`src/rtl/seq_divider_pkg.sv`:
```
// Shared definitions for the sequential restoring divider.
// Holds the FSM encoding and the default widths shared with the multiplier.
package seq_divider_pkg;

    typedef enum logic [1:0] {
        IDLE = 2'd0,
        RUN  = 2'd1,
        DONE = 2'd2
    } state_t;

    localparam int M_DEF = 8;
    localparam int N_DEF = 4;

endpackage

```
`src/rtl/seq_divider_div_step.sv`:
```
// div_step: one combinational restoring-division step.
// Ports: prem (n+1) partial remainder, div (n) divisor, bin incoming
// dividend bit; rem (n+1) next partial remainder, qbit quotient bit.
module div_step
    import seq_divider_pkg::*;
#(
    parameter int n = N_DEF
) (
    input  logic [n:0]   prem,
    input  logic [n-1:0] div,
    input  logic         bin,
    output logic [n:0]   rem,
    output logic         qbit
);

    logic [n+1:0] sh;
    logic [n+1:0] dv;

    // Keep the full shifted value so the compare sees every bit; the
    // stored remainder is always below 2^(n+1), so truncation is exact.
    always_comb begin
        sh   = {prem, bin};
        dv   = {2'b00, div};
        qbit = (sh >= dv);
        rem  = qbit ? (n+1)'(sh - dv) : sh[n:0];
    end

endmodule

```
`src/rtl/seq_divider.sv`:
```
// seq_divider: sequential shift-subtract unsigned divider, one bit/clock.
// Ports: clk, rst (async active-low), start, A (m), B (n) in;
// Q (m), R (n), busy, done out; dz out when DIV_ZERO_FLAG_EN is defined.
module seq_divider
    import seq_divider_pkg::*;
#(
    parameter int m = M_DEF,
    parameter int n = N_DEF
) (
    input  logic         clk,
    input  logic         rst,
    input  logic         start,
    input  logic [m-1:0] A,
    input  logic [n-1:0] B,
    output logic [m-1:0] Q,
    output logic [n-1:0] R,
    output logic         busy,
    output logic         done
`ifdef DIV_ZERO_FLAG_EN
    ,
    output logic         dz
`endif
);

    localparam int CW = $clog2(m + 1);

    state_t        state;
    state_t        state_n;
    logic [CW-1:0] cnt;
    logic [m-1:0]  areg;
    logic [n-1:0]  breg;
    logic [n:0]    prem;
    logic [n:0]    rem_n;
    logic          qbit;
    logic          last;

    assign last = (cnt == CW'(1));

    // areg shifts dividend bits out of the MSB and quotient bits
    // into the LSB, so after m steps it holds the quotient.
    div_step #(.n(n)) u_step (
        .prem (prem),
        .div  (breg),
        .bin  (areg[m-1]),
        .rem  (rem_n),
        .qbit (qbit)
    );

    always_ff @(posedge clk or negedge rst) begin
        if (!rst) state <= IDLE;
        else      state <= state_n;
    end

    always_comb begin
        state_n = state;
        unique case (state)
            IDLE: begin
                if (start) begin
`ifdef DIV_ZERO_FLAG_EN
                    state_n = (B == '0) ? DONE : RUN;
`else
                    state_n = RUN;
`endif
                end
            end
            RUN:     if (last) state_n = DONE;
            DONE:    state_n = IDLE;
            default: state_n = IDLE;
        endcase
    end

    always_comb begin
        busy = 1'b0;
        done = 1'b0;
        unique case (state)
            RUN:     busy = 1'b1;
            DONE:    done = 1'b1;
            default: ;
        endcase
    end

    always_ff @(posedge clk or negedge rst) begin
        if (!rst) begin
            cnt  <= '0;
            areg <= '0;
            breg <= '0;
            prem <= '0;
            Q    <= '0;
            R    <= '0;
`ifdef DIV_ZERO_FLAG_EN
            dz   <= 1'b0;
`endif
        end else begin
            unique case (state)
                IDLE: begin
                    if (start) begin
                        areg <= A;
                        breg <= B;
                        prem <= '0;
                        cnt  <= CW'(m);
`ifdef DIV_ZERO_FLAG_EN
                        dz   <= 1'b0;
                        if (B == '0) begin
                            Q  <= '1;
                            R  <= '0;
                            dz <= 1'b1;
                        end
`endif
                    end
                end
                RUN: begin
                    areg <= {areg[m-2:0], qbit};
                    prem <= rem_n;
                    cnt  <= cnt - CW'(1);
                    if (last) begin
                        Q <= {areg[m-2:0], qbit};
                        R <= rem_n[n-1:0];
                    end
                end
                default: ;
            endcase
        end
    end

endmodule

```
`config.mk`:
```
export PLATFORM = sky130hd
export DESIGN_NAME = seq_divider
export DESIGN_NICKNAME = d
export VERILOG_FILES = /design/src/rtl/seq_divider_pkg.sv /design/src/rtl/seq_divider_div_step.sv /design/src/rtl/seq_divider.sv
export SDC_FILE = /design/constraint.sdc
export NUM_CORES = 1
export LEC_CHECK = 0
export ABC_AREA = 1
export BUFFER_PORTS_ARGS = -buffer_cell sky130_fd_sc_hd__buf_2
export CORE_MARGIN = 2
export CORE_UTILIZATION = 34
export DETAILED_ROUTE_END_ITERATION = 16
export PLACE_DENSITY_LB_ADDON = 0.3
export SYNTH_ARGS = -nofsm -noshare
export SYNTH_HDL_FRONTEND = slang
export SYNTH_SLANG_ARGS = --single-unit
```
`constraint.sdc`:
```
create_clock -name clk -period 2.3 [get_ports clk]
set_input_delay 0.115 -clock clk [delete_from_list [all_inputs] [get_ports clk]]
set_output_delay 0.115 -clock clk [all_outputs]
set_load 0.005 [all_outputs]
```
==> metrics.md, run 1 <==
| Metric | Value |
|---|---|
| Syn. warnings | 0 |
| Min Hold Slack | 0.0288 ns |
| Drt pass-1 iters | 4 |
| Multi-input logic area | 766 µm² |
| Netlist cell types | 28 |
| Dpl ws | 0.493 ns |
| Max cap viols | 0 |
| P per Cell Area | around 1700 mW/mm² |
| Max rail drop VDD | between 600 and 700 µV |
| Number of cells in the finished layout apart from fillers | 295 |
| Status | finished clean |
| Reg area | 876 µm² |
| Post-route minimum period | roughly 1.8 ns |
| GP Congestion | around 0.85 |
| Critical Path Fanout Max | 6 |
| Total CTS buffers | 5 |
| Num ports | 29 |
| Critical path class | reg2reg |
| Crit share post-route | between 70% and 80% |
| WP data arrival | ~2.0 ns |
| Relative max-transition margin | between 40% and 50% |
| Register area share after synthesis | just under 50% |
| Syn Inst Count | ~190 |
| Slew Limit Fails | 0 |
| Mapped cell area | roughly 0.0018 mm² |
| DP HPWL | approximately 2600 µm |
| Clock root buffer | clkbuf_8 |
| Setup crit end kind | flip-flop |
| Initial Utilization | 35.0% |
| Area growth syn-to-layout | 16.0% |
| Die W | 76.3 µm |
| Least-Margin Pin Slew | approximately 0.78 ns |
| Startpoint Class | flip-flop |
| GRT Util Overall | a little over an eighth |
| Worst-Skew Late Latency | roughly 0.28 ns |
| PortBufs | 28 |
| Share of layout cells above drive strength 1 | about a quarter |
| Asr flop ratio synth | 100% |
| Antenna violations before repair | 0 |
| Avg WL per Cell | roughly 12 µm |
| Clk_skew | about 0.0024 ns |
| Critical Path RT | roughly 2.5 ns |
| Grt total ovfl | 0 |
| First-pass GRT wire length | 6070 µm |
| RSZ-0062 raised after global routing | false |
| Final Hold Fails | 0 |
| Ys flop type | dfrtp_1 |
| Min-delay worst type | in2reg |
| FP Rows | 26 |
| LEAKAGE | 0.00105 µW |
| Drt total wl | ~3500 µm |
| Number of global-route vias before repair | between 1000 and 1500 |
| Cell accounting for the most synthesized area | dfrtp_1 |
| Synthesized net count | roughly 220 |
| CTS Buffer Depth | 2 |
| Final worst setup slack | between 0.4 and 0.5 ns |
| Antenna diodes | 0 |
| Synth Register Bits | 35 |
| Final setup vio count | 0 |
| Fillcell total | 544 |
| Largest net degree at the start of global routing | 36 |
| Avg Cell Area, Syn | a little over 9 µm² |
| Placed cells | between 200 and 300 |
| H-tree Lvls | 2 |
| Clk sinks | 35 |
| Fmax | between 500 and 600 MHz |
| Initial detailed-routing violation count | 55 |
| Post-synth EDFFs | 0 |
| Core area | 0.00507 mm² |
| Top-area cell type share of the netlist area | between 40 and 50% |
| Die ar. | 0.00582 mm² |
| Via count | ~1400 |
| Count leader, synth | nand2_1 |
| CTS tree | done |
| Top cells by count, synth | nand2_1 (49), dfrtp_1 (35), inv_1 (24), o21ai_1 (15), nand3_1 (14) |
| Setup TNS | 0 ns |
| Final #Nets | 248 |
| Area contributors post-synth | dfrtp_1 (49%), nand2_1 (10%), inv_1 (5.1%) |
| Die extent in y | between 70 and 80 µm |
| Post-route DRC | 0 |
| Clock-pin slew on the worst setup and hold paths | 0.06 ns |
| Post-CTS sizing | 0 |
| Vias per cell | 4.62 |
| Routed Antenna Nets | 0 |
state kept, by name, indices dropped and copies added (netlist names):
| signal | flops |
|---|---|
| Q | 8 |
| areg | 8 |
| prem | 5 |
| R | 4 |
| breg | 4 |
| cnt | 4 |
| state | 2 |
stage by stage:
stage / instance area [µm²] / power, µW / utilization [%]
4_1_cts: 2060 / 3520 / 40.7
5_1_grt: 2060 / 3820 / 40.7
3_3_place_gp: 1980 / 3080 / 39.0
6_report: 2060 / 3460 / 40.7
3_5_place_dp: 1980 / 3100 / 39.0
2_1_floorplan: 1780 / 2640 / -
path summary, 6_finish.rpt:
| check | start | to | slack, ns | depth (start not counted) |
|---|---|---|---|---|
| min reg2reg | Q[1] | Q[1] | 0.47 | 2 |
| min | B[0] | breg[0] | 0.03 | 3 |
| max in group asynchronous | rst | breg[1] | 1.37 | 2 |
| max reg2reg | areg[7] | prem[1] | 0.49 | 10 |
| max | areg[7] | prem[1] | 0.49 | 10 |
| min in group asynchronous | rst | Q[5] | 0.44 | 2 |
worst max-delay path, cell delays in order (launching register included):
cell and delay (ns):
dfrtp_1 0.36, inv_1 0.09, ha_1 0.15, inv_1 0.07
fa_1 0.38, inv_1 0.13, nor2_4 0.07, nor2_8 0.15
nand3_1 0.12, nand3_1 0.11, o21ai_1 0.07
cell type report:
cell class	instances	area share (%)
multi-input cells	127	37.1
flip-flops and latches	35	42.4
inverters	27	5.03
repair buffers	30	7.64
clock buffers	6	3.52
well taps	70	4.24
power breakdown:
part | internal (µW) | switching [µW] | total, µW
sequential | 935 | 176 | 1110
combinational | 760 | 1190 | 1950
clock | 201 | 197 | 399
total | 1900 | 1570 | 3460
cells in the final DEF (no fill, tap or decap):
cell,instances
o22ai_1,1
o21ai_2,4
nand2_4,1
clkbuf_1,1
o21ai_0,2
a31oi_1,1
buf_2,28
nor2_2,1
xnor2_1,1
inv_2,2
nand3_2,1
dlygate4sd3_1,1
a22oi_1,6
inv_1,24
o21ai_1,15
nand2_8,1
nand3_1,14
a21oi_1,3
clkbuf_8,5
ha_1,6
dfrtp_1,35
o211ai_1,1
fa_1,1
nor2_4,2
nor2_1,5
or2_4,1
nor2_8,3
buf_4,1
nand2_2,8
nand2_1,49
inv_4,1
kinds of logic after synthesis:
| logic type | after synthesis | synth area share (%) |
|---|---|---|
| buf+inv | 31 | 7.67 |
| xor+xnor | 1 | 0.493 |
| simple gates | 86 | 26.0 |
| compound gates | 33 | 11.3 |
| flops | 35 | 49.3 |
| fa+ha+maj | 7 | 5.35 |
routing by layer:
layer | up-vias | GRT usage (%) | routed length (µm)
met5 | - | 0 | 0
met4 | 0 | 6.00 | 91
met3 | 12 | 3.91 | 189
met2 | 31 | 21.0 | 1540
met1 | 636 | 16.5 | 1650
li1 | 683 | - | -
what timing repair did:
action,CTS,global route
buffers inserted,0,0
setup endpoints to repair,0,0
hold buffers,1,0
endpoints found under the hold margin,35,0
Note: power is estimated with default switching activity, not from simulation.
==> run 2: changes to the inputs <==
Settings changed: ABC_AREA 1 to 0.
Clock period 2.3 ns to 1.5 ns, I/O delays scaled along.
==> metrics.md, run 2 <==
| Metric | Value |
|---|---|
| Post-synthesis adder-cell area fraction | 5.42% (+0.069 points) |
| Top-area cell type share of the netlist area | 49.9% (+0.63 points) |
| Core area | 0.00504 mm² (-0.64%) |
| Share of layout cells above drive strength 1 | 38.3% (+12 points) |
| Setup crit end kind | flip-flop |
| Most frequent cells in the layout | nand2_1 (40), dfrtp_1 (35), buf_4 (29) |
| Num ports | 29 (unchanged) |
| Setup TNS | -1.81 ns (-1.81 ns) |
| PortBufs | 28 (unchanged) |
| Least-Margin Pin Slew | 0.459 ns (-0.316 ns) |
| Count leader, synth | nand2_1 |
| Top cells by count, synth | nand2_1 (41), dfrtp_1 (35), o21ai_0 (15), a21oi_1 (11), nor2b_1 (10) |
| Post-synth EDFFs | 0 (unchanged) |
| CTS tree | done |
| Cell Chain, Critical Path | ha_1 -> and2_4 -> a221o_2 -> xnor2_1 -> o31ai_1 |
| Slowest CP cell | dfrtp_1 |
| DP HPWL | 3080 µm (+17%) |
| Netlist cell types | 41 (+46%) |
| Net Sw Frac | 41.2% (-4.1 points) |
| Synth Register Bits | 35 (unchanged) |
| H-tree Lvls | 2 (unchanged) |
| GP Congestion | 0.857 (+0.71%) |
| Post-DP Area | 0.00220 mm² (+11%) |
| Startpoint Class | flip-flop |
| Routed Antenna Nets | 0 (unchanged) |
| Post-route DRC | 0 (unchanged) |
| Critical Path Fanout Max | 3 (-3) |
| Via count | 1542 (+13%) |
| Crit Reg-Reg Startpoint | prem[0] |
| Total CTS buffers | 5 (unchanged) |
| Clk_skew | 0.00423 ns (+0.00179 ns) |
| Clk sinks | 35 (unchanged) |
| Cell accounting for the most synthesized area | dfrtp_1 |
| Slew Limit Fails | 0 (unchanged) |
| Compound-Gate Fraction of Synth Area | 20.1% (+8.8 points) |
| LEAKAGE | 0.00115 µW (+9.0%) |
| Drt pass-1 iters | 4 (unchanged) |
| Initial Utilization | 34.8% (-0.22 points) |
| CP delay by family, top | compound AO/OA/AOI/OAI gates |
| Final Hold Fails | 0 (unchanged) |
| Worst-Skew Late Latency | 0.29 ns (about the same) |
| Failing checks | negative setup slack |
| Vias per cell | 4.85 (+5.0%) |
| Worst reg2reg setup slack | -0.20 ns (-0.70 ns) |
| Min Hold Slack | 0.0753 ns (+0.0466 ns) |
| Combinational power share | 60.6% (+4.2 points) |
| Register share of total power | 28.5% (-3.6 points) |
| Depth of the worst hold-timing path | 3 (unchanged) |
| WP data arrival | 1.90 ns (-0.07 ns) |
| Crit share post-route | 114% (+35 points) |
| Fmax | 587 MHz (+6.0%) |
| Clock-pin slew on the worst setup and hold paths | 0.07 ns (about the same) |
| Number of global-route vias before repair | 1599 (+16%) |
| Initial detailed-routing violation count | 71 (+29%) |
| Area growth syn-to-layout | 41.8% |
| Synthesized net count | 205 (-4.7%) |
| Cell Int Power | 3620 µW (+91%) |
| Post-synthesis xor/xnor area fraction | 0.998% (+0.51 points) |
| Top Registers | Q (8), areg (8), prem (5) |
| Min-delay worst type | in2reg |
| Asr flop ratio synth | 100% (unchanged) |
| Clock root buffer | clkbuf_8 |
| P per Cell Area | 2470 mW/mm² (+47%) |
| Crit-path max cell delay | 0.42 ns (+0.04 ns) |
| Grt total ovfl | 0 (unchanged) |
| Mapped cell area | 0.00176 mm² (-1.3%) |
| Multiplexer area fraction after synthesis | 0% (unchanged) |
| Critical path class | reg2reg |
| GRT Util Overall | 17.6% (+4.4 points) |
| Final instance area | 0.00249 mm² (+21%) |
| Hold Startpoint | A[6] |
| Post-route minimum period | 1.70 ns (-0.102 ns) |
| Worst Hold Endpoint | areg[6] |
| Syn Inst Count | 183 (-5.2%) |
| Relative max-transition margin | 69.4% (+21 points) |
| Largest net degree at the start of global routing | 19 (-47%) |
| Antenna violations before repair | 0 (unchanged) |
| Antenna diodes | 0 (unchanged) |
| Final #Nets | 269 (+8.5%) |
| Avg Cell Area, Syn | 9.59 µm² (+4.1%) |
| Design Power | 6140 µW (+78%) |
| CP Buf/Inv Count | 0 (-3) |
| Final worst setup slack | -0.204 ns (-0.698 ns) |
| Net Sw Power | 2530 µW (+62%) |
| Die W | 75.9 µm (-0.60%) |
| Die ar. | 0.00575 mm² (-1.2%) |
| Status | complete, but fails checks |
| Most common cell after layout, fill and taps aside | nand2_1 |
| Die extent in y | 75.9 µm (-0.60%) |
| Syn. warnings | 0 (unchanged) |
| Max rail drop VDD | 1340 µV (+110%) |
| Simple-gate share of the synthesized area | 18.9% (-7.1 points) |
| Final setup vio count | 11 (+11) |
| Worst r2r path cells | 5 (-5) |
| Drt total wl | 4390 µm (+26%) |
| Area contributors post-synth | dfrtp_1 (50%), nand2_1 (8.8%), ha_1 (4.3%) |
| Max cap viols | 0 (unchanged) |
| RSZ-0062 raised after global routing | true |
| First-pass GRT wire length | 7530 µm (+24%) |
| Critical Path RT | 1.69 ns (-0.78 ns) |
| Avg WL per Cell | 13.8 µm (+17%) |
| CTS Buffer Depth | 2 (unchanged) |
| Largest family of logic cells by synthesized area | compound AO/OA/AOI/OAI gates |
| FP Rows | 26 (unchanged) |
| Ys flop type | dfrtp_1 |
| R2R Path End | R[3] |
| Register area share after synthesis | 49.9% (+0.63 points) |
| Clock group share of total power | 10.9% (-0.6 points) |
==> run 2: cell count changes after synthesis, moves of 8 or more <==
cell / previous run / this run
nand2_1: 49 / 41
nor2b_1: 0 / 10
a21oi_1: 3 / 11
nand2_2: 8 / 0
o21ai_1: 15 / 0
nand3_1: 14 / 3
inv_1: 24 / 8
o21ai_0: 2 / 15
==> run 2: through the flow <==
| step | std cells | util, % | setup WS [ns] |
|---|---|---|---|
| after floorplan | 183 | - | -0.124 |
| after global placement | 302 | 43.7 | -0.197 |
| after detailed placement | 302 | 43.7 | -0.185 |
| after CTS | 318 | 49.0 | -0.202 |
| after global routing | 318 | 49.4 | -0.266 |
| final | 318 | 49.4 | -0.204 |
==> run 2: how the worst max path moves through the flow <==
stage	start	to	slack, ns	cells after the start
5_1_grt	prem[0]	R[3]	-0.27	5
6_report	prem[0]	R[3]	-0.20	5
2_1_floorplan	areg[7]	prem[2]	-0.12	9
4_1_cts	prem[0]	R[3]	-0.20	5
3_5_place_dp	areg[7]	prem[2]	-0.18	8
3_3_place_gp	areg[7]	prem[2]	-0.20	8
==> run 2: power by group through the flow <==
stage / clock, µW / sequential, µW / combinational, µW
floorplan: 0 / 1710 / 1880
global placement: 0 / 1730 / 2990
CTS: 684 / 1750 / 3640
detailed placement: 0 / 1740 / 3030
global route: 734 / 1830 / 4090
finish: 669 / 1750 / 3720
==> run 2: final cells by class <==
type / instances / area (µm²)
tap: 70 / 87.6
inverter: 9 / 36.3
clock buffer: 7 / 76.3
fill: 479 / 2550
multi-input combinational: 129 / 935
sequential: 35 / 876
timing repair buffer: 67 / 473
clock inverter: 1 / 5.00
==> run 2: kinds of logic after synthesis <==
family	count (synthesis)
AND/OR/NAND/NOR	69
buffers and inverters	19
AO/OA/AOI/OAI	51
adder cells (fa/ha/maj)	7
flip-flops	35
XOR/XNOR	2
==> run 2: worst register-to-register path, stage by stage, from the launching register on <==
cell and delay [ns]:
dfrtp_1 0.42, ha_1 0.28, and2_4 0.16, a221o_2 0.36, xnor2_1 0.16, o31ai_1 0.23
==> run 2: repair_timing <==
| item | CTS | global route |
|---|---|---|
| gates cloned | 0 | 0 |
| hold buffers | 5 | 0 |
| hold endpoints to repair | 21 | 0 |
| gates resized for setup | 25 | 3 |
| endpoints found under the setup margin | 15 | 14 |
| setup buffers | 3 | 0 |
| pin swaps | 8 | 3 |
==> run 2: per-layer routing <==
| layer | track usage [%] | part of all wire (%) |
|---|---|---|
| met2 | 28.0 | 48 |
| met5 | 0 | 0 |
| met4 | 6.63 | 1.5 |
| met3 | 5.29 | 5.3 |
| met1 | 22.6 | 46 |
==> run 3: changes to the inputs <==
Settings changed: CORE_UTILIZATION 34 to 50.
==> metrics.md, run 3 (synthesis results as in run 2) <==
| Metric | Value |
|---|---|
| Status | complete, but fails checks |
| Failing checks | negative setup slack |
| CP Buf/Inv Count | 1 (+1) |
| Post-route minimum period | 1.70 ns (-0.00171 ns) |
| Crit share post-route | 113% (-0.11 points) |
| Antenna violations before repair | 0 (unchanged) |
| CTS Buffer Depth | 2 (unchanged) |
| Top Registers | Q (8), areg (8), prem (5) |
| Critical path class | reg2reg |
| Setup crit end kind | flip-flop |
| Least-Margin Pin Slew | 0.313 ns (-0.146 ns) |
| First-pass GRT wire length | 7480 µm (-0.73%) |
| Via count | 1595 (+3.4%) |
| Drt total wl | 4360 µm (-0.84%) |
| CP delay by family, top | compound AO/OA/AOI/OAI gates |
| Clk_skew | 0.00956 ns (+0.00533 ns) |
| RSZ-0062 raised after global routing | true |
| Slew Limit Fails | 0 (unchanged) |
| PortBufs | 28 (unchanged) |
| Avg WL per Cell | 14.7 µm (+6.2%) |
| Routed Antenna Nets | 0 (unchanged) |
| Cell Chain, Critical Path | inv_2 -> ha_4 -> and2_4 -> a311o_2 -> nor2_4 -> o221ai_1 |
| Depth of the worst hold-timing path | 3 (unchanged) |
| LEAKAGE | 0.00116 µW (+0.69%) |
| Core area | 0.00336 mm² (-33%) |
| WP data arrival | 1.93 ns (+0.03 ns) |
| DP HPWL | 3130 µm (+1.5%) |
| Die extent in y | 63.3 µm (-17%) |
| Most common cell after layout, fill and taps aside | nand2_1 |
| Relative max-transition margin | 79.1% (+9.8 points) |
| Grt total ovfl | 0 (unchanged) |
| Slowest CP cell | dfrtp_1 |
| Worst r2r path cells | 6 (+1) |
| Fmax | 588 MHz (+0.10%) |
| Worst-Skew Late Latency | 0.35 ns (+0.06 ns) |
| Num ports | 29 (unchanged) |
| Worst reg2reg setup slack | -0.20 ns (about the same) |
| Min Hold Slack | 0.0114 ns (-0.0639 ns) |
| Drt pass-1 iters | 4 (unchanged) |
| GP Congestion | 0.814 (-5.1%) |
| Die W | 63.3 µm (-17%) |
| Post-route DRC | 0 (unchanged) |
| Final setup vio count | 11 (unchanged) |
| Final Hold Fails | 0 (unchanged) |
| Final worst setup slack | -0.202 ns (+0.00171 ns) |
| Max cap viols | 0 (unchanged) |
| Initial Utilization | 52.2% (+17 points) |
| Total CTS buffers | 5 (unchanged) |
| Setup TNS | -1.84 ns (-0.0224 ns) |
| Die ar. | 0.00400 mm² (-30%) |
| Startpoint Class | flip-flop |
| Worst Hold Endpoint | areg[4] |
| GRT Util Overall | 24.4% (+6.8 points) |
| FP Rows | 21 (-19%) |
| Initial detailed-routing violation count | 68 (-4.2%) |
| Critical Path Fanout Max | 7 (+4) |
| H-tree Lvls | 2 (unchanged) |
| Clock-pin slew on the worst setup and hold paths | 0.11 ns (+0.04 ns) |
| Fin util | 73.2% (+24 points) |
| Crit Reg-Reg Startpoint | breg[2] |
| Antenna diodes | 0 (unchanged) |
| Share of layout cells above drive strength 1 | 42.6% (+4.3 points) |
| Number of global-route vias before repair | 1585 (-0.88%) |
| Vias per cell | 5.37 (+11%) |
| Max rail drop VDD | 1220 µV (-8.9%) |
| CTS tree | done |
| Crit-path max cell delay | 0.39 ns (-0.03 ns) |
| Final instance area | 0.00246 mm² (-1.1%) |
| Critical Path RT | 1.72 ns (+0.03 ns) |
| Clock root buffer | clkbuf_4 |
| Hold Startpoint | A[4] |
| Post-DP Area | 0.00219 mm² (-0.68%) |
| Most frequent cells in the layout | nand2_1 (39), buf_4 (35), dfrtp_1 (34) |
| R2R Path End | areg[0] |
| Clk sinks | 35 (unchanged) |
| Largest net degree at the start of global routing | 36 (+17) |
| P per Cell Area | 2490 mW/mm² (+0.92%) |
| Min-delay worst type | in2reg |
| Final #Nets | 272 (+1.1%) |
| Area growth syn-to-layout | 40.3% |
-- run 3: cell types whose count changed in the layout (fill, tap and decap cells not counted), sizes merged --
cell | before | now
clkbuf | 7 | 8
buf | 62 | 65
clkinv | 1 | 0
-- run 3: worst max-delay path by stage --
stage	from	end	slack, ns	cells after the start
2_1_floorplan	areg[7]	prem[2]	-0.12	9
3_3_place_gp	prem[2]	prem[3]	-0.17	6
3_5_place_dp	areg[7]	prem[1]	-0.23	9
4_1_cts	breg[2]	prem[3]	-0.19	6
5_1_grt	breg[2]	prem[1]	-0.28	6
6_report	breg[2]	areg[0]	-0.20	6
-- run 3: power by group --
group | switching, µW | internal [µW]
logic | 1860 | 1920
clock network | 317 | 276
registers | 358 | 1400
-- run 3: metal layers --
| layer | GRT usage [%] | wire [µm] | up-vias | share of wire (%) |
|---|---|---|---|---|
| met5 | 0 | 0 | - | 0 |
| met4 | 8.15 | 69 | 0 | 1.6 |
| met3 | 7.68 | 251 | 5 | 5.8 |
| met2 | 38.7 | 2120 | 45 | 49 |
| met1 | 31.9 | 1920 | 771 | 44 |
| li1 | - | - | 774 | - |
-- run 3: repair_timing --
action | in CTS | in global routing
setup endpoints to repair | 20 | 19
hold buffers | 5 | 0
resized for setup | 14 | 16
endpoints found under the hold margin | 39 | 0
setup buffers | 1 | 3
pin swaps | 1 | 6
gates cloned | 0 | 0
-- run 3: metrics by stage --
step           total power [µW]  setup slack [ns]  std cells
2_1_floorplan              3590            -0.124        183
3_3_place_gp               4690            -0.170        280
3_5_place_dp               4860            -0.230        280
4_1_cts                    5690            -0.188        294
5_1_grt                    6610            -0.279        297
6_report                   6140            -0.202        297
-- run 3: worst min-delay path, cell delays in order --
cell	delay [ns]
buf_2	0.08
a21oi_1	0.04
o21ai_0	0.13
-- run 3: area by class of cell --
type | instances | area [µm²]
Tap cell | 46 | 57.6
Fill cell | 268 | 901
Timing Repair Buffer | 70 | 484
Clock buffer | 8 | 68.8
Sequential cell | 35 | 877
Multi-Input combinational cell | 129 | 938
Inverter | 9 | 36.3
